[config.mk]
export PLATFORM = sky130hd
export DESIGN_NAME = elastic_pipe_register_flat
export DESIGN_NICKNAME = d
export VERILOG_FILES = /design/src/rtl/elastic_pipe_register_if.sv /design/src/rtl/elastic_pipe_register.sv /design/src/flat_wrapper.sv
export SDC_FILE = /design/constraint.sdc
export NUM_CORES = 1
export LEC_CHECK = 0
export ABC_AREA = 0
export CAP_MARGIN = 15
export CORE_MARGIN = 4
export CORE_UTILIZATION = 50
export DETAILED_ROUTE_END_ITERATION = 7
export PLACE_DENSITY = 0.78
export SLEW_MARGIN = 20
export SYNTH_ARGS = -nofsm -noshare
export SYNTH_HDL_FRONTEND = slang
export SYNTH_SLANG_ARGS = --single-unit
[constraint.sdc]
create_clock -name clk -period 3.3 [get_ports clk]
set_clock_uncertainty 0.2 [all_clocks]
set_input_delay 0.33 -clock clk [delete_from_list [all_inputs] [get_ports clk]]
set_output_delay 0.33 -clock clk [all_outputs]
set_load 0.005 [all_outputs]
[src/rtl/elastic_pipe_register_if.sv]
// Valid/ready bundle for elastic_pipe_register.
//   in_valid  : upstream data valid        (master -> slave)
//   in_ready  : slave can accept in_data   (slave -> master)
//   in_data   : upstream data, WIDTH bits  (master -> slave)
//   out_valid : out_data valid             (slave -> master)
//   out_ready : downstream accepts         (master -> slave)
//   out_data  : downstream data            (slave -> master)
// The pipe register is the slave; the surrounding logic (or bench) is the master.
interface elastic_pipe_register_if #(
  parameter int unsigned WIDTH = 8
) ();
  logic             in_valid;
  logic             in_ready;
  logic [WIDTH-1:0] in_data;
  logic             out_valid;
  logic             out_ready;
  logic [WIDTH-1:0] out_data;

  modport master (
    output in_valid, in_data, out_ready,
    input  in_ready, out_valid, out_data
  );

  modport slave (
    input  in_valid, in_data, out_ready,
    output in_ready, out_valid, out_data
  );
endinterface

[src/rtl/elastic_pipe_register.sv]
// Chain of STAGES elastic valid/ready stages, each with a main and a skid entry.
// Sustains one transfer per cycle under backpressure; ready and valid are registered
// (only the flush gating is combinational), so out_ready never reaches in_ready in the
// same cycle.
// Ports:
//   clk       : rising-edge clock
//   reset     : synchronous active-high reset; overrides flush and handshakes
//   flush     : synchronous clear of all entries (data registers keep their value)
//   bus       : valid/ready bundle (slave side), see elastic_pipe_register_if
//   occupancy : number of entries currently held (0 .. 2*STAGES)
module elastic_pipe_register #(
  parameter int unsigned      WIDTH       = 8,
  parameter int unsigned      STAGES      = 2,
  parameter logic [WIDTH-1:0] RESET_VALUE = '0,
  localparam int unsigned     OCC_W       = $clog2(2 * STAGES + 1)
) (
  input  logic                   clk,
  input  logic                   reset,
  input  logic                   flush,
  elastic_pipe_register_if.slave bus,
  output logic [OCC_W-1:0]       occupancy
);

  logic [STAGES-1:0] mv;
  logic [STAGES-1:0] sv;
  logic [WIDTH-1:0]  md [STAGES];

  assign bus.in_ready  = !sv[0] && !flush;
  assign bus.out_valid = mv[STAGES-1] && !flush;
  assign bus.out_data  = md[STAGES-1];

  for (genvar s = 0; s < STAGES; s++) begin : g_stage
    logic             up_valid;
    logic             down_ready;
    logic [WIDTH-1:0] up_data;
    logic             take_in;
    logic             take_out;
    logic             mv_q, mv_d;
    logic             sv_q, sv_d;
    logic [WIDTH-1:0] md_q, sd_q;
    logic             md_en, md_from_skid, sd_en;

    if (s == 0) begin : g_head
      assign up_valid = bus.in_valid;
      assign up_data  = bus.in_data;
    end else begin : g_body
      assign up_valid = mv[s-1];
      assign up_data  = md[s-1];
    end

    if (s == STAGES - 1) begin : g_tail
      assign down_ready = bus.out_ready;
    end else begin : g_link
      assign down_ready = !sv[s+1];
    end

    // Flush freezes internal movement too, so the chain's data stays put while cleared.
    assign take_in  = up_valid && !sv_q && !flush;
    assign take_out = mv_q && down_ready && !flush;

    always_comb begin
      mv_d         = mv_q;
      sv_d         = sv_q;
      md_en        = 1'b0;
      md_from_skid = 1'b0;
      sd_en        = 1'b0;
      if (sv_q) begin
        // Skid full: upstream is stalled, so only a drain can happen here.
        if (take_out) begin
          md_en        = 1'b1;
          md_from_skid = 1'b1;
          sv_d         = 1'b0;
        end
      end else if (take_in) begin
        if (!mv_q || take_out) begin
          md_en = 1'b1;
          mv_d  = 1'b1;
        end else begin
          sd_en = 1'b1;
          sv_d  = 1'b1;
        end
      end else if (take_out) begin
        mv_d = 1'b0;
      end
      if (flush) begin
        mv_d = 1'b0;
        sv_d = 1'b0;
      end
    end

    always_ff @(posedge clk) begin
      if (reset) begin
        mv_q <= 1'b0;
        sv_q <= 1'b0;
        md_q <= RESET_VALUE;
        sd_q <= RESET_VALUE;
      end else begin
        mv_q <= mv_d;
        sv_q <= sv_d;
        if (md_en) md_q <= md_from_skid ? sd_q : up_data;
        if (sd_en) sd_q <= up_data;
      end
    end

    assign mv[s] = mv_q;
    assign sv[s] = sv_q;
    assign md[s] = md_q;
  end

  // Every held entry is exactly one set valid bit, so the count is a popcount.
  always_comb begin
    occupancy = '0;
    for (int unsigned s = 0; s < STAGES; s++) begin
      occupancy = occupancy + OCC_W'(mv[s]) + OCC_W'(sv[s]);
    end
  end

endmodule

[src/flat_wrapper.sv]
// flat-port wrapper written by rule: the top's interface ports become plain ports
module elastic_pipe_register_flat 
#(
  parameter int unsigned      WIDTH       = 8,
  parameter int unsigned      STAGES      = 2,
  parameter logic [WIDTH-1:0] RESET_VALUE = '0,
  localparam int unsigned     OCC_W       = $clog2(2 * STAGES + 1)
)
  (clk, reset, flush, occupancy, bus_in_valid, bus_in_data, bus_out_ready, bus_in_ready, bus_out_valid, bus_out_data);
  elastic_pipe_register_if #(.WIDTH(WIDTH)) bus_i ();
  input  logic clk;
  input  logic reset;
  input  logic flush;
  output logic [OCC_W-1:0] occupancy;
  input wire logic [$bits(bus_i.in_valid)-1:0] bus_in_valid;
  input wire logic [$bits(bus_i.in_data)-1:0] bus_in_data;
  input wire logic [$bits(bus_i.out_ready)-1:0] bus_out_ready;
  output wire logic [$bits(bus_i.in_ready)-1:0] bus_in_ready;
  output wire logic [$bits(bus_i.out_valid)-1:0] bus_out_valid;
  output wire logic [$bits(bus_i.out_data)-1:0] bus_out_data;
  assign bus_i.in_valid = bus_in_valid;
  assign bus_i.in_data = bus_in_data;
  assign bus_i.out_ready = bus_out_ready;
  assign bus_in_ready = bus_i.in_ready;
  assign bus_out_valid = bus_i.out_valid;
  assign bus_out_data = bus_i.out_data;
  elastic_pipe_register #(.WIDTH(WIDTH), .STAGES(STAGES), .RESET_VALUE(RESET_VALUE)) u_core (.clk(clk), .reset(reset), .flush(flush), .bus(bus_i), .occupancy(occupancy));
endmodule
## Word level (Yosys, flattened, before mapping)

Cells that the tools add are included.

- Output and inout bits: 13
- Flip-flop bits (word level): 36
- Logic and storage cells: 63
- Bits of input ports: 13

- Equality and inequality tests: 2
- Mux-type cells: 28
- Reduce and logical (&&, ||, !) cells: 20
- Bitwise operators: 2
- $add $sub $neg: 3

Operator list:

| operator | number |
|---|---|
| two-way mux 1 bit | 26 |
| two-way mux 8 bit | 2 |
| logical AND 1 bit | 8 |
| adder 3 x 1 -> 3 bit | 2 |
| AND reduction 3 bit | 2 |
| zero test 1 bit | 5 |
| inequality test 2 bit (second input constant) | 2 |
| nonzero test 2 bit | 2 |
| adder 1 x 1 -> 2 bit | 1 |
| logical OR 1 bit | 2 |
| inverter 1 bit | 2 |
| OR reduction 2 bit | 1 |

## Logic depth before layout (Yosys ltp)

- Word-level depth: 7
- Mapped depth: 6
- Depth with buffers taken out: 4

## Worst setup path after synthesis

Ideal clock, no wire load.

- Path kind: register to output
- Start: reg u_core.g_stage[0].sv_q
- End: out occupancy[1]
- Arrival time: 1308 ps
- Required time: 2770 ps
- Cell stages (with the launch flop): 4
- Slack: 1462 ps
- Path buffers: 0
- Cells stage by stage: dfxtp_1 ha_1 fa_1 ha_1

- Word-level cells in the longest chain between the ends: 3

Ends and longest elaborated chain:

| item | line | source |
|---|---|---|
| start: declaration | elastic_pipe_register.sv:39 | `logic sv_q, sv_d;` |
| start signal: assignment | elastic_pipe_register.sv:99 | `sv_q <= sv_d;` |
| adder 1 x 1 -> 2 bit | elastic_pipe_register.sv:114 | `occupancy = occupancy + OCC_W'(mv[s]) + OCC_W'(sv[s]);` |
| adder 3 x 1 -> 3 bit (2 in series) | elastic_pipe_register.sv:114 |  |
| end: declaration | flat_wrapper.sv:14 | `output logic [OCC_W-1:0] occupancy;` |

No other way between the ends.

## Worst setup path after layout

Same ends and word-level chain as after synthesis.

==> impl_results.rst <==
.. list-table::
   :header-rows: 1

   * - Metric
     - Value
   * - Worst slew margin relative to its limit
     - 0.5582
   * - R2r worst-path depth
     - 4
   * - Count of flip-flops with a built-in enable after synthesis
     - 0
   * - Result of the run
     - finished, final reports clean
   * - Met2 wirelength from detailed routing
     - 1.354 mm
   * - Global-route wire length before repair
     - 4.892 mm
   * - Number of ports placed on the die boundary
     - 26
   * - Final HPWL from detailed placement
     - 2.127 mm
   * - Initial Utilization
     - 0.5207
   * - Number of gates resized after cts
     - 0
   * - Top cells by area, synth
     - sky130_fd_sc_hd__dfxtp_1 (46%), sky130_fd_sc_hd__mux2i_1 (15%), sky130_fd_sc_hd__nor2_1 (8.6%), sky130_fd_sc_hd__a211oi_1 (4.3%), sky130_fd_sc_hd__nand2_1 (4.0%)
   * - Post-Syn Instances
     - 165
   * - Per-cell routed wire length
     - 12.20 um
   * - Max rail drop VDD
     - 246.6 uV
   * - Total count of max-transition violations in the final report
     - 0
   * - P&R area growth vs syn
     - 18.10%
   * - Fraction of post-synthesis cell area in the top cell type by area
     - 0.4571
   * - DRC Markers
     - 0
   * - Post-synth top area cell
     - sky130_fd_sc_hd__dfxtp_1
   * - Clk Latency, worst-skew pair
     - 0.33 ns
   * - Synth warnings
     - 0
   * - Post-synthesis sequential area ratio
     - 0.4571
   * - Minimum clock period
     - 2.751 ns
   * - CTS Hold Bufs
     - 0
   * - Number of distinct library cell variants in the gate-level netlist after synthesis
     - 29
   * - Net count of the mapped netlist
     - 181
   * - Number of antenna violations at the first check in global routing
     - 0
   * - Clock Sink Count
     - 36
   * - Number of buffers inserted to repair setup after CTS
     - 0
   * - Crit-path slowest cell
     - sky130_fd_sc_hd__clkdlybuf4s50_1
   * - CP required
     - 2.77 ns
   * - Inserted Diodes
     - 0
   * - FF+latch count, synth
     - 36
   * - Maximum single-stage delay on the critical path
     - 0.49 ns
   * - R2R setup slack
     - 1.32 ns
   * - Maximum number of pins on one net before global-route repair
     - 20
   * - Core Rows
     - 20
   * - Number of failing setup endpoints in the final timing report
     - 0
   * - Post-route worst hold slack
     - 0.2877 ns
   * - Most numerous cell types in the synthesized netlist
     - sky130_fd_sc_hd__dfxtp_1 (36), sky130_fd_sc_hd__nor2_1 (36), sky130_fd_sc_hd__mux2i_1 (24)
   * - Floorplan die height
     - 64.15 um
   * - Clock tree buffer depth
     - 2
   * - Number of violations of the max-capacitance limit
     - 0
   * - Fraction of layout cells with a size suffix above 1
     - 0.06486
   * - Detailed-routing wirelength on met1
     - 1.210 mm
   * - Worst path depth
     - 4
   * - Final design utilization
     - 0.6149
   * - Most repeated library cell on the critical path
     - sky130_fd_sc_hd__ha_1
   * - Detailed-routing iteration count for the pre-antenna-repair pass
     - 4
   * - Highest Signal Layer
     - met4
   * - Power density over cell area
     - 387.9 nW/um^2
   * - Total clock buffers created by CTS
     - 5
   * - FF+latch area
     - 720.7 um^2
   * - Setup repair after global routing missed its margin
     - no
   * - CTS tree
     - yes
   * - CP Max Fanout
     - 9
   * - Hold violation total from the final report
     - 0
   * - Most instantiated flip-flop cell in the synthesis netlist
     - sky130_fd_sc_hd__dfxtp_1
   * - Violation count after the first detailed-route iteration
     - 100
   * - Drt via density
     - 5.301
   * - Leftover overflow at the end of global routing
     - 0
   * - Clock-pin slew reported for the worst setup and hold paths after clock tree synthesis
     - 0.09 ns
   * - Crit. End Element
     - output pin
   * - Actual slew at the worst max-slew pin
     - 0.6607 ns
   * - Family with the most delay on the worst path
     - adder cells
   * - Final-layout fill cell count
     - 267
   * - Post-detailed-routing wire length
     - 2.793 mm
   * - Category of the most critical setup path
     - reg -> out
   * - Area taken by multi-input logic gates
     - 787.0 um^2
   * - Tcrit/Tclk final
     - 0.8335
   * - Combined buffer and inverter count along the critical path
     - 1
   * - Cell-by-cell listing of the critical path
     - ha_1 -> fa_1 -> ha_1 -> clkdlybuf4s50_1
   * - Kind of start point of the critical path
     - register
   * - Signal arrival time at the worst endpoint
     - 2.22 ns
   * - Area of the mapped netlist
     - 1577 um^2
   * - Number of levels in the clock H-tree
     - 2
   * - Ys async rst share
     - 0
   * - Clock tree root buffer cell
     - sky130_fd_sc_hd__clkbuf_4
   * - Cells on Worst Hold Path
     - 2
   * - Post-synthesis area per instance
     - 9.555 um^2
   * - Number of routed nets with antenna violations
     - 0
   * - Core box area
     - 3028 um^2
   * - Die area
     - 4115 um^2
   * - Total number of vias
     - 1214
   * - Number of global-route vias before repair
     - 1138
   * - Standby leakage power
     - 0.7395 nW
   * - IO Port Bufs
     - 25
   * - Routed met3 length
     - 187 um
   * - FMAX
     - 363.6 MHz
   * - Final RePlAce weighted congestion
     - 0.7905
   * - # nets final
     - 203
   * - GRT Util Overall
     - 0.1533
   * - Worst min-delay path class
     - reg -> reg
   * - Width of the chip
     - 64.15 um
   * - Final setup TNS
     - 0 ns
## per-layer routing
| metal | vias up | track usage |
|---|---|---|
| met2 | 32 | 0.2400 |
| li1 | 619 | - |
| met3 | 5 | 0.06854 |
| met1 | 558 | 0.1820 |
| met5 | - | 0 |
| met4 | 0 | 0.06332 |
## worst reg2reg max path: stages, from the launching register on
cell and delay (ns):
sky130_fd_sc_hd__dfxtp_1 0.43, sky130_fd_sc_hd__or2_4 0.29, sky130_fd_sc_hd__a211oi_4 0.59, sky130_fd_sc_hd__nor2_1 0.11
sky130_fd_sc_hd__a311oi_2 0.26
## layout by cell type (no fill, tap or decap)
master and instances:
sky130_fd_sc_hd__nor3_1 1, sky130_fd_sc_hd__a211oi_1 9, sky130_fd_sc_hd__inv_1 1, sky130_fd_sc_hd__clkbuf_4 5, sky130_fd_sc_hd__fa_1 1, sky130_fd_sc_hd__a311oi_1 6, sky130_fd_sc_hd__nand3_1 1, sky130_fd_sc_hd__a211oi_4 1
sky130_fd_sc_hd__nand4b_1 1, sky130_fd_sc_hd__a2111oi_0 1, sky130_fd_sc_hd__nor2_1 36, sky130_fd_sc_hd__nor4_1 1, sky130_fd_sc_hd__o221a_2 1, sky130_fd_sc_hd__nand4_1 1, sky130_fd_sc_hd__nor2b_1 3, sky130_fd_sc_hd__a311oi_2 2
sky130_fd_sc_hd__nand2_1 17, sky130_fd_sc_hd__or2_4 1, sky130_fd_sc_hd__mux2i_1 24, sky130_fd_sc_hd__nor3b_2 1, sky130_fd_sc_hd__o21ai_0 1, sky130_fd_sc_hd__buf_4 1, sky130_fd_sc_hd__clkdlybuf4s50_1 25, sky130_fd_sc_hd__and3b_1 1
sky130_fd_sc_hd__a21oi_1 3, sky130_fd_sc_hd__ha_1 2, sky130_fd_sc_hd__nand2b_1 2, sky130_fd_sc_hd__dfxtp_1 36
## flip-flops by register name (all words and copies together), names as in the netlist
register	cells
u_core.g_stage.sv_q	2
u_core.g_stage.sd_q	16
u_core.bus.out_data	8
u_core.g_stage.mv_q	2
u_core.g_stage.md_q	8
## kinds of logic after synthesis
family,after synthesis,share of synthesized area
AOI/OAI and AO/OA,24,0.1333
DFF,36,0.4571
adders and majority gates,3,0.02857
muxes,24,0.1524
buffers and inverters,12,0.04365
and+or+nand+nor,66,0.1849
## per-stage QoR
stage                     setup WS, ns  cells  total power, W  instance area [um^2]
after CTS                       0.5314    229       0.0007317                  1862
after detailed placement        0.8494    224       0.0005378                  1824
after global placement          0.9465    224       0.0005343                  1824
after global routing            0.4371    229       0.0007663                  1862
after floorplan                  1.462    165       0.0005035                  1577
final                           0.5494    229       0.0007222                  1862
## where the power goes
part / total [W] / internal, W / switching (W) / leakage (nW)
registers: 0.000455 / 0.000446 / 0.00000944 / 0.292
logic: 0.0000715 / 0.0000379 / 0.0000335 / 0.424
clock network: 0.000195 / 0.0000711 / 0.000124 / 0.0230
## layout make-up
type | instances | area share
Multi-Input combinational cell | 117 | 0.4227
Sequential cell | 36 | 0.3871
Tap cell | 44 | 0.02957
Inverter | 1 | 0.002016
Timing Repair Buffer | 26 | 0.1384
Clock buffer | 5 | 0.02016
## path summary, 6_finish.rpt
kind | startpoint | end
worst max-delay path | u_core.g_stage[0].sv_q | occupancy[1]
worst min-delay path | u_core.g_stage[1].sd_q[4] | u_core.bus.out_data[4]
worst max register to register | u_core.g_stage[1].sv_q | u_core.bus.out_data[5]
worst min register to register | u_core.g_stage[1].sd_q[4] | u_core.bus.out_data[4]
No activity file was read; power rests on OpenSTA's default activity.
